[src/rtl/fetch_unit_pkg.sv]
// Shared definitions for the instruction fetch unit: state encoding,
// address geometry and instruction constants.
package fetch_unit_pkg;

  typedef enum logic [0:0] {
    FETCH = 1'b0,
    DRAIN = 1'b1
  } fetch_state_t;

  localparam int          INSTR_BYTES = 4;
  localparam int          PC_W        = 64;
  localparam logic [31:0] NOP         = 32'h0000_0013;

  function automatic logic [PC_W-1:0] align_pc(input logic [PC_W-1:0] pc);
    return {pc[PC_W-1:2], 2'b00};
  endfunction

endpackage

[src/rtl/fetch_buffer.sv]
// DEPTH-entry synchronous FIFO of {PC, instruction} pairs between the
// instruction memory response port and the controller stage.
module fetch_buffer
  import fetch_unit_pkg::*;
#(
  parameter int BITS  = 32,
  parameter int DEPTH = 2
) (
  input  logic                   clk,
  input  logic                   rst,
  input  logic                   push,
  input  logic [PC_W-1:0]        push_pc,
  input  logic [BITS-1:0]        push_data,
  input  logic                   pop,
  input  logic                   flush,
  output logic [PC_W-1:0]        head_pc,
  output logic [BITS-1:0]        head_data,
  output logic [$clog2(DEPTH):0] count
);

  localparam int PW = $clog2(DEPTH);
  localparam int CW = PW + 1;

  logic [PC_W-1:0] pc_mem_r   [DEPTH];
  logic [BITS-1:0] data_mem_r [DEPTH];
  logic [PW-1:0]   wr_ptr_r;
  logic [PW-1:0]   rd_ptr_r;
  logic [CW-1:0]   count_r;
  logic            do_push_s;
  logic            do_pop_s;

  // Push into a full FIFO is accepted only when the head leaves in the same cycle.
  always_comb begin
    do_push_s = 1'b0;
    do_pop_s  = 1'b0;
    if (flush) begin
      do_push_s = 1'b0;
      do_pop_s  = 1'b0;
    end else begin
      do_pop_s  = pop && (count_r != CW'(0));
      do_push_s = push && ((count_r != CW'(DEPTH)) || do_pop_s);
    end
  end

  // Pointer and occupancy state; DEPTH is a power of two so pointers wrap naturally.
  always_ff @(posedge clk or posedge rst) begin
    if (rst) begin
      wr_ptr_r <= '0;
      rd_ptr_r <= '0;
      count_r  <= '0;
    end else if (flush) begin
      wr_ptr_r <= '0;
      rd_ptr_r <= '0;
      count_r  <= '0;
    end else begin
      if (do_push_s) wr_ptr_r <= wr_ptr_r + PW'(1);
      if (do_pop_s)  rd_ptr_r <= rd_ptr_r + PW'(1);
      case ({do_push_s, do_pop_s})
        2'b10:   count_r <= count_r + CW'(1);
        2'b01:   count_r <= count_r - CW'(1);
        default: count_r <= count_r;
      endcase
    end
  end

  // Entry storage.
  always_ff @(posedge clk or posedge rst) begin
    if (rst) begin
      for (int i = 0; i < DEPTH; i++) begin
        pc_mem_r[i]   <= '0;
        data_mem_r[i] <= '0;
      end
    end else if (do_push_s) begin
      pc_mem_r[wr_ptr_r]   <= push_pc;
      data_mem_r[wr_ptr_r] <= push_data;
    end
  end

  // Head is forced to zero when empty so stale entries never leak out.
  always_comb begin
    head_pc   = '0;
    head_data = '0;
    if (count_r != CW'(0)) begin
      head_pc   = pc_mem_r[rd_ptr_r];
      head_data = data_mem_r[rd_ptr_r];
    end else begin
      head_pc   = '0;
      head_data = '0;
    end
  end

  assign count = count_r;

endmodule

[src/rtl/fetch_unit.sv]
// Instruction fetch unit: issues sequential word fetches, buffers in-order
// responses for the controller, and drains stale responses after a redirect.
module fetch_unit
  import fetch_unit_pkg::*;
#(
  parameter int          BITS     = 32,
  parameter logic [63:0] RESET_PC = 64'h0,
  parameter int          DEPTH    = 2
) (
  input  logic            clk,
  input  logic            rst,
  output logic            ImemReqValid,
  input  logic            ImemReqReady,
  output logic [63:0]     ImemReqAddr,
  input  logic            ImemRspValid,
  input  logic [BITS-1:0] ImemRspData,
  input  logic            Redirect,
  input  logic [63:0]     RedirectPC,
  output logic            InstrValid,
  input  logic            InstrReady,
  output logic [BITS-1:0] Instruction,
  output logic [63:0]     InstrPC,
  output logic            Misaligned
);

  localparam int          CW      = $clog2(DEPTH) + 1;
  localparam logic [CW:0] DEPTH_W = (CW + 1)'(DEPTH);

  fetch_state_t    state_r, state_s;
  logic [PC_W-1:0] fetch_pc_r, fetch_pc_s;
  logic [PC_W-1:0] rsp_pc_r, rsp_pc_s;
  logic [CW-1:0]   outstanding_r, outstanding_s;
  logic [CW-1:0]   drop_r, drop_s;
  logic            misaligned_r;
  logic [CW-1:0]   buf_count_s;
  logic [PC_W-1:0] target_pc_s;
  logic            room_s;
  logic            req_valid_s;
  logic            req_acc_s;
  logic            rsp_s;
  logic            push_s;
  logic            pop_s;

  assign target_pc_s = align_pc(RedirectPC);

  // Request/response handshakes; capacity counts both in-flight and buffered words.
  always_comb begin
    room_s      = (({1'b0, outstanding_r} + {1'b0, buf_count_s}) < DEPTH_W);
    rsp_s       = ImemRspValid && (outstanding_r != CW'(0));
    req_valid_s = 1'b0;
    if (!rst && (state_r == FETCH) && !Redirect && room_s) begin
      req_valid_s = 1'b1;
    end else begin
      req_valid_s = 1'b0;
    end
    req_acc_s = req_valid_s && ImemReqReady;
    push_s    = rsp_s && (state_r == FETCH) && !Redirect;
    pop_s     = InstrValid && InstrReady && !Redirect;
  end

  // In-flight request count.
  always_comb begin
    outstanding_s = outstanding_r;
    case ({req_acc_s, rsp_s})
      2'b10:   outstanding_s = outstanding_r + CW'(1);
      2'b01:   outstanding_s = outstanding_r - CW'(1);
      default: outstanding_s = outstanding_r;
    endcase
  end

  // Next state. Responses return in order, so the PC of the next response is
  // simply the running successor of the last redirect target.
  always_comb begin
    state_s    = state_r;
    fetch_pc_s = fetch_pc_r;
    rsp_pc_s   = rsp_pc_r;
    drop_s     = drop_r;
    if (Redirect) begin
      fetch_pc_s = target_pc_s;
      rsp_pc_s   = target_pc_s;
      drop_s     = outstanding_s;
      if (outstanding_s != CW'(0)) begin
        state_s = DRAIN;
      end else begin
        state_s = FETCH;
      end
    end else begin
      case (state_r)
        FETCH: begin
          if (req_acc_s) begin
            fetch_pc_s = fetch_pc_r + PC_W'(INSTR_BYTES);
          end else begin
            fetch_pc_s = fetch_pc_r;
          end
          if (push_s) begin
            rsp_pc_s = rsp_pc_r + PC_W'(INSTR_BYTES);
          end else begin
            rsp_pc_s = rsp_pc_r;
          end
        end
        DRAIN: begin
          if (rsp_s) begin
            drop_s = drop_r - CW'(1);
            if (drop_r == CW'(1)) begin
              state_s = FETCH;
            end else begin
              state_s = DRAIN;
            end
          end else begin
            drop_s = drop_r;
          end
        end
        default: state_s = FETCH;
      endcase
    end
  end

  // State registers.
  always_ff @(posedge clk or posedge rst) begin
    if (rst) begin
      state_r       <= FETCH;
      fetch_pc_r    <= RESET_PC;
      rsp_pc_r      <= RESET_PC;
      outstanding_r <= '0;
      drop_r        <= '0;
      misaligned_r  <= 1'b0;
    end else begin
      state_r       <= state_s;
      fetch_pc_r    <= fetch_pc_s;
      rsp_pc_r      <= rsp_pc_s;
      outstanding_r <= outstanding_s;
      drop_r        <= drop_s;
      misaligned_r  <= Redirect && (RedirectPC[1:0] != 2'b00);
    end
  end

  fetch_buffer #(
    .BITS  (BITS),
    .DEPTH (DEPTH)
  ) u_buf (
    .clk       (clk),
    .rst       (rst),
    .push      (push_s),
    .push_pc   (rsp_pc_r),
    .push_data (ImemRspData),
    .pop       (pop_s),
    .flush     (Redirect),
    .head_pc   (InstrPC),
    .head_data (Instruction),
    .count     (buf_count_s)
  );

  assign ImemReqValid = req_valid_s;
  assign ImemReqAddr  = fetch_pc_r;
  assign InstrValid   = (buf_count_s != CW'(0));
  assign Misaligned   = misaligned_r;

endmodule

[config.mk]
export PLATFORM = sky130hd
export DESIGN_NAME = fetch_unit
export DESIGN_NICKNAME = d
export VERILOG_FILES = /design/src/rtl/fetch_unit_pkg.sv /design/src/rtl/fetch_buffer.sv /design/src/rtl/fetch_unit.sv
export SDC_FILE = /design/constraint.sdc
export NUM_CORES = 1
export LEC_CHECK = 0
export ABC_AREA = 1
export BUFFER_PORTS_ARGS = -buffer_cell sky130_fd_sc_hd__buf_4
export CAP_MARGIN = 20
export CORE_MARGIN = 10
export CORE_UTILIZATION = 35
export CTS_BUF_LIST = sky130_fd_sc_hd__clkbuf_2
export CTS_CLUSTER_SIZE = 10
export DETAILED_ROUTE_END_ITERATION = 8
export GPL_TIMING_DRIVEN = 0
export HOLD_SLACK_MARGIN = 0.05
export SYNTH_ARGS = -nofsm -noshare
export SYNTH_HDL_FRONTEND = slang
export SYNTH_SLANG_ARGS = --single-unit
[constraint.sdc]
create_clock -name clk -period 11.5 [get_ports clk]
set_input_delay 0.575 -clock clk [delete_from_list [all_inputs] [get_ports clk]]
set_output_delay 0.575 -clock clk [all_outputs]
set_load 0.05 [all_outputs]
; ---- Yosys cells after proc, flatten, opt, wreduce, memory -nomap -nowiden
; Index checks and enable logic that the tools add are counted.
[word_totals]
regBits = 330
input_bits = 102
output_inout_bits = 163
word_cells = 105
[op_classes]
n_addsub = 10
order_cmp = 4
n_eq_ne = 7
mux = 38
bitwise_logic = 3
reduce_logical = 30
[ops]
columns = op, n
row1 = 64-bit 2-to-1 mux, 11
row2 = 32-bit 2-to-1 mux, 5
row3 = "64-bit by 3-bit adder with 64-bit output, second input constant", 2
row4 = 128-bit bitwise mux, 1
row5 = 64-bit bitwise mux, 1
row6 = 64-bit demux with 1-bit select, 1
row7 = 32-bit demux with 1-bit select, 1
row8 = 2-bit nonzero test, 10
row9 = 1-bit logical AND, 13
row10 = 1-bit 2-to-1 mux, 12
row11 = 2-bit 2-to-1 mux, 4
row12 = 2-bit case mux with 2 select lines, 2
row13 = "2-bit by 1-bit == test with 1-bit output, second input constant", 3
row14 = 2-bit AND reduction, 3
row15 = "2-bit by 1-bit subtractor with 2-bit output, second input constant", 3
row16 = "2-bit by 1-bit adder with 2-bit output, second input constant", 2
row17 = "2-bit == test, second input constant", 2
row18 = "2-bit greater-or-equal comparator, second input constant", 2
row19 = "2-bit inequality test, second input constant", 2
row20 = 1-bit inverter with 2-bit output, 2
row21 = 2-bit by 2-bit adder with 3-bit output, 1
row22 = "3-bit by 2-bit < comparator with 1-bit output, second input constant", 1
row23 = 3-bit nonzero test, 1
row24 = "1-bit adder, second input constant", 2
row25 = 4 further kinds, 5

; ---- Depth between registers and ports, before layout
[depth]
word_depth = 11
mapped_depth = 14
mapped_depth_nobuf = 13

; ---- Modules after synthesis
; Synthesis repeated with hierarchy kept, for this count alone.
[hier_totals]
cells_unflattened = 2625
hier_area_um2 = 18542.8
[by_module_without_submodules]
columns = module, n_inst, cells_per_inst, area_each_um2, seq_area_each_um2
row1 = fetch_unit, 1, 1555, 9764.4, 3253.1
row2 = fetch_buffer, 1, 1070, 8778.4, 4904.7

; ---- Worst setup path after synthesis
; Ideal clock, no wire load.
[synth_path]
path_kind = input to register
from = input port rst
to = register drop_r[1]
setup_ns = 0.083
arrival_time_ns = 10.117
t_required_ns = 11.417
slack_ns = 1.300
path_stages = 13
n_path_buf = 1
path_cell_list = inv_1 nand3_1 nor3_2 nand2_2 clkbuf_1 ha_1 or2_2 nand2_1 xor2_1 inv_1 nor2_1 a21oi_1 o21ai_0
[synth_between]
elab_chain_len = 9
elab_cells_between_ends = 10
cone_classes = eq/ne: 2 / mux: 3 / reduce/logical: 5
[synth_rtl]
columns = element, line_no
row1 = "start, declared", fetch_unit.sv:11  ; input logic rst,
row2 = 1-bit zero test (no line) *, -
row3 = 1-bit logical AND * (3 in series), fetch_unit.sv:51  ; if (!rst && (state_r == FETCH) && !Redirect && room_s) begin
row4 = 1-bit 2-to-1 mux *, fetch_unit.sv:51
row5 = net ImemReqValid, fetch_unit.sv:12  ; output logic ImemReqValid,
row6 = 1-bit logical AND *, fetch_unit.sv:56  ; req_acc_s = req_valid_s && ImemReqReady;
row7 = 2-bit by 1-bit == test with 1-bit output / 2-bit == test (equally long branches), fetch_unit.sv:64  ; case ({req_acc_s, rsp_s})
row8 = 2-bit case mux with 2 select lines *, fetch_unit.sv:64
row9 = net outstanding_s[1], fetch_unit.sv:32  ; logic [CW-1:0] outstanding_r, outstanding_s;
row10 = 2-bit 2-to-1 mux *, fetch_unit.sv:78  ; if (Redirect) begin
row11 = "end signal, assigned", fetch_unit.sv:132  ; drop_r <= drop_s;
row12 = "end, declared", fetch_unit.sv:33  ; logic [CW-1:0] drop_r, drop_s;
; Mark *: on every way through the listed nets, which the timed path passes. The rest lies on a longest branch.
; A chain may end at the register's enable or synchronous reset.

; ---- Final worst setup path
[layout_path]
from = register u_buf.count_r[1], in the netlist u_buf.count[1]
to = output port InstrPC[56]
[layout_between]
elab_chain_len = 2
[layout_rtl]
columns = element, line_no
row1 = "start, declared", fetch_buffer.sv:28  ; logic [CW-1:0] count_r;
row2 = "start signal, assigned", fetch_buffer.sv:59  ; 2'b10: count_r <= count_r + CW'(1);
row3 = "start signal, assigned", fetch_buffer.sv:60  ; 2'b01: count_r <= count_r - CW'(1);
row4 = "start signal, assigned", fetch_buffer.sv:61  ; default: count_r <= count_r;
row5 = 2-bit nonzero test, fetch_buffer.sv:83  ; if (count_r != CW'(0)) begin
row6 = 64-bit 2-to-1 mux, fetch_buffer.sv:83
row7 = "end, declared", fetch_unit.sv:22  ; output logic [63:0] InstrPC,
; No other way between the ends.

==> flow_metrics.py <==
metrics = {
    "power": {
        "p_comb_share_pct": 46.2,
        "peakVddDrop_mv": 0.0938,
        "p_int_mw": 2.51,
        "p_total_mw": 4.90,
        "power_density_nw_per_um2": 214,
        "seq_power_share_pct": 37.0,
        "switching_share_pct": 48.8,
        "clockPowerShare_pct": 16.8,
        "leakage_nw": 10.8,
        "switchingPower_mw": 2.39,
    },
    "timing": {
        "slew-limit-headroom_pct": 33.9,
        "tightest_slew_ns": 0.984,
        "rsz0062_at_grt": "false",
        "finalSetupViolCount": 0,
        "final_max_slew_viol_count": 0,
        "timing.final.crit_period_ns": 4.08,
        "post-route-period-util_pct": 35.5,
        "finalClockSkew_ns": 0.0579,
        "max_freq_ghz": 0.245,
        "hold_viol": 0,
        "timing.final.ws_setup_ns": 7.42,
    },
    "yosys": {
        "synth_cell_types": 42,
        "postSynthAreaPerCell_um2": 7.21,
        "synth_cells": 2526,
        "synth_ff_type": "dfrtp_1",
        "ys_ff_latch": 322,
        "synth_seq_area_share_pct": 44.3,
        "syn_area_um2": 18200,
        "synth-async-reset-ratio_pct": 100,
        "yosys_warnings": 0,
        "synth_edf_count": 0,
    },
    "grt": {
        "grt_pass1_wl_um": 115000,
        "overflow": 0,
        "antenna_found_initial": 3,
        "grt_pass1_vias": 19021,
        "grt_max_degree": 122,
        "grt_util_all_layers_pct": 24.5,
    },
    "cts": {
        "cts_tree": "yes",
        "holdBufCountCts": 102,
        "postCtsSetupBuffers": 0,
        "numCtsBuffers": 92,
        "clkSinkCount": 322,
        "clk_path_buf_depth": 3,
        "post_cts_resized": 0,
        "cts.clk_slew.worst_paths_ns": 0.10,
        "clock_latency_ns": 1.06,
        "cts_root_buffer": "clkbuf_2",
        "h-tree-depth": 3,
    },
    "drt": {
        "drt-total-wl_um": 76200,
        "dr.first_iter.drc_count": 1486,
        "wl_per_cell_um": 20.5,
        "drc": 0,
        "via_per_inst": 5.12,
        "vias": 19019,
        "first_pass_iters": 5,
        "drtAntennaViolNets": 0,
    },
    "critical_path": {
        "crit_fanout": 10,
        "crit_start": "u_buf.count[1]",
        "cp_slowest_cell": "clkbuf_1",
        "path_class": "reg -> out",
        "crit_chain": "nor2_2, clkbuf_1, buf_1, a21oi_1, buf_4",
        "cp_slowest_stage_delay_ns": 0.63,
        "start_kind": "flop",
        "cp.required_ns": 10.93,
        "arrival_ns": 3.51,
        "reg2reg_from": "u_buf.count[0]",
        "endpoint_kind": "output port",
    },
    "finish": {
        "synthToLayoutAreaGrowth_pct": 25.5,
        "drive_above_1_share_pct": 17.0,
        "nets": 3093,
        "fillers": 5325,
    },
    "die": {
        "std_cell_rows": 83,
        "core_um2": 51400,
        "initial_core_util_pct": 35.4,
        "io_pins": 265,
        "dieWidth_um": 248,
        "dieArea_um2": 61500,
        "fp.dieH_um": 248,
    },
    "run": {
        "max_cap_violations": 0,
    },
    "place": {
        "gp_congestion": 0.978,
        "io_buffers": 259,
        "dpl.hpwl_um": 58300,
        "post-place-ws_ns": 7.15,
    },
    "outcome": {
        "status": "complete, no violations",
    },
    "min_path": {
        "hp-class": "in -> async",
    },
}
==> critical path: cells and delay by family, from the launching register on <==
| kind | cells | cell delay, ns |
|---|---|---|
| buffers and inverters | 3 | 1.34 |
| flip-flops | 1 | 0.49 |
| AND/OR/NAND/NOR | 1 | 0.47 |
| AO/OA/AOI/OAI | 1 | 0.15 |
==> stage by stage <==
step	cells	TNS, ns	area, µm²	util (%)	hold WS (ns)
6_report	3718	0	22800	44.4	0.149
5_1_grt	3718	0	22800	44.4	0.165
2_1_floorplan	2529	0	18200	-	0.453
4_1_cts	3717	0	22800	44.4	0.0535
3_3_place_gp	3468	-691.44	21000	40.9	0.464
3_5_place_dp	3470	0	21100	41.0	0.467
==> cells by family (layout without fill, tap and decap cells) <==
group           Yosys count  after routing  share of synthesized area (%)
mux                       1              1                         0.0618
buf+inv                 341            849                           8.30
simple gates           1340           1340                           29.6
other cells               1              5                         0.0206
compound gates          456            456                           14.5
flops                   322            322                           44.3
fa+ha+maj                 5              5                          0.385
xor+xnor                 60             60                           2.89
==> synthesized netlist by cell type, drive strengths merged, types with 8 or more instances <==
cell	instances	area share (%)
o21ai	261	8.2
nand3	114	3.1
buf	60	2.5
xor2	49	2.4
o21bai	8	0.33
nand4	31	1.1
nor3	20	0.60
clkbuf	54	1.1
inv	226	4.7
o211ai	29	1.2
nor2	250	5.4
xnor2	11	0.53
nand2	916	19
dfrtp	322	44
a21oi	133	3.7
o221ai	10	0.48
==> registers in the layout, summed over array words and instances, names as in the netlist <==
name	flops
u_buf.rd_ptr_r	1
outstanding_r	2
drop_r	2
state_r	1
Misaligned	1
ImemReqAddr	62
rsp_pc_r	62
u_buf.data_mem_r	64
u_buf.count	2
u_buf.pc_mem_r	124
u_buf.wr_ptr_r	1
==> layer usage <==
metal	up-vias	track usage (%)	part of all wire (%)
met3	126	4.93	7.5
met5	-	0	0.041
met4	4	9.06	3.0
li1	9051	-	-
met1	9091	31.6	43
met2	747	40.2	47
==> power by group through the flow <==
stage / clock (mW) / sequential (mW) / combinational [mW]
finish: 0.822 / 1.81 / 2.27
global route: 0.908 / 1.86 / 2.47
global placement: 0 / 1.81 / 2.21
floorplan: 0 / 1.85 / 1.44
CTS: 0.845 / 1.80 / 2.28
detailed placement: 0 / 1.82 / 2.24
==> cells in the final DEF, fill, tap and decap left out, drive strengths merged, types with 11 or more instances in the layout <==
cell and instances:
nor2 250, o211ai 29, buf 321, xor2 49, clkbuf 180, inv 226
xnor2 11, nand3 114, clkinv 16, dfrtp 322, nand2 916, nor3 20
dlygate4sd3 102, nand4 31, o21ai 261, a21oi 133
==> cell type report <==
cell class              count  area (µm²)  area share, %
repair buffers            363        3020           13.2
diodes                      1        2.50         0.0110
well taps                 680         851           3.72
multi-input cells        1866        8650           37.9
plain buffers             114         659           2.89
clock inverters            19         115          0.504
clock buffers             126         631           2.76
flip-flops and latches    322        8060           35.3
inverters                 227         860           3.76
==> path summary, 6_finish.rpt <==
check / slack [ns] / cells after the start / to
max: 7.42 / 5 / InstrPC[56]
max reg2reg: 8.05 / 14 / drop_r[1]
max in group asynchronous: 10.24 / 4 / ImemReqAddr[55]
min: 0.15 / 3 / u_buf.data_mem_r[24]
min reg2reg: 0.49 / 2 / u_buf.data_mem_r[50]
min in group clk: 0.33 / 4 / Misaligned
Power figures use the tool's default switching activity.
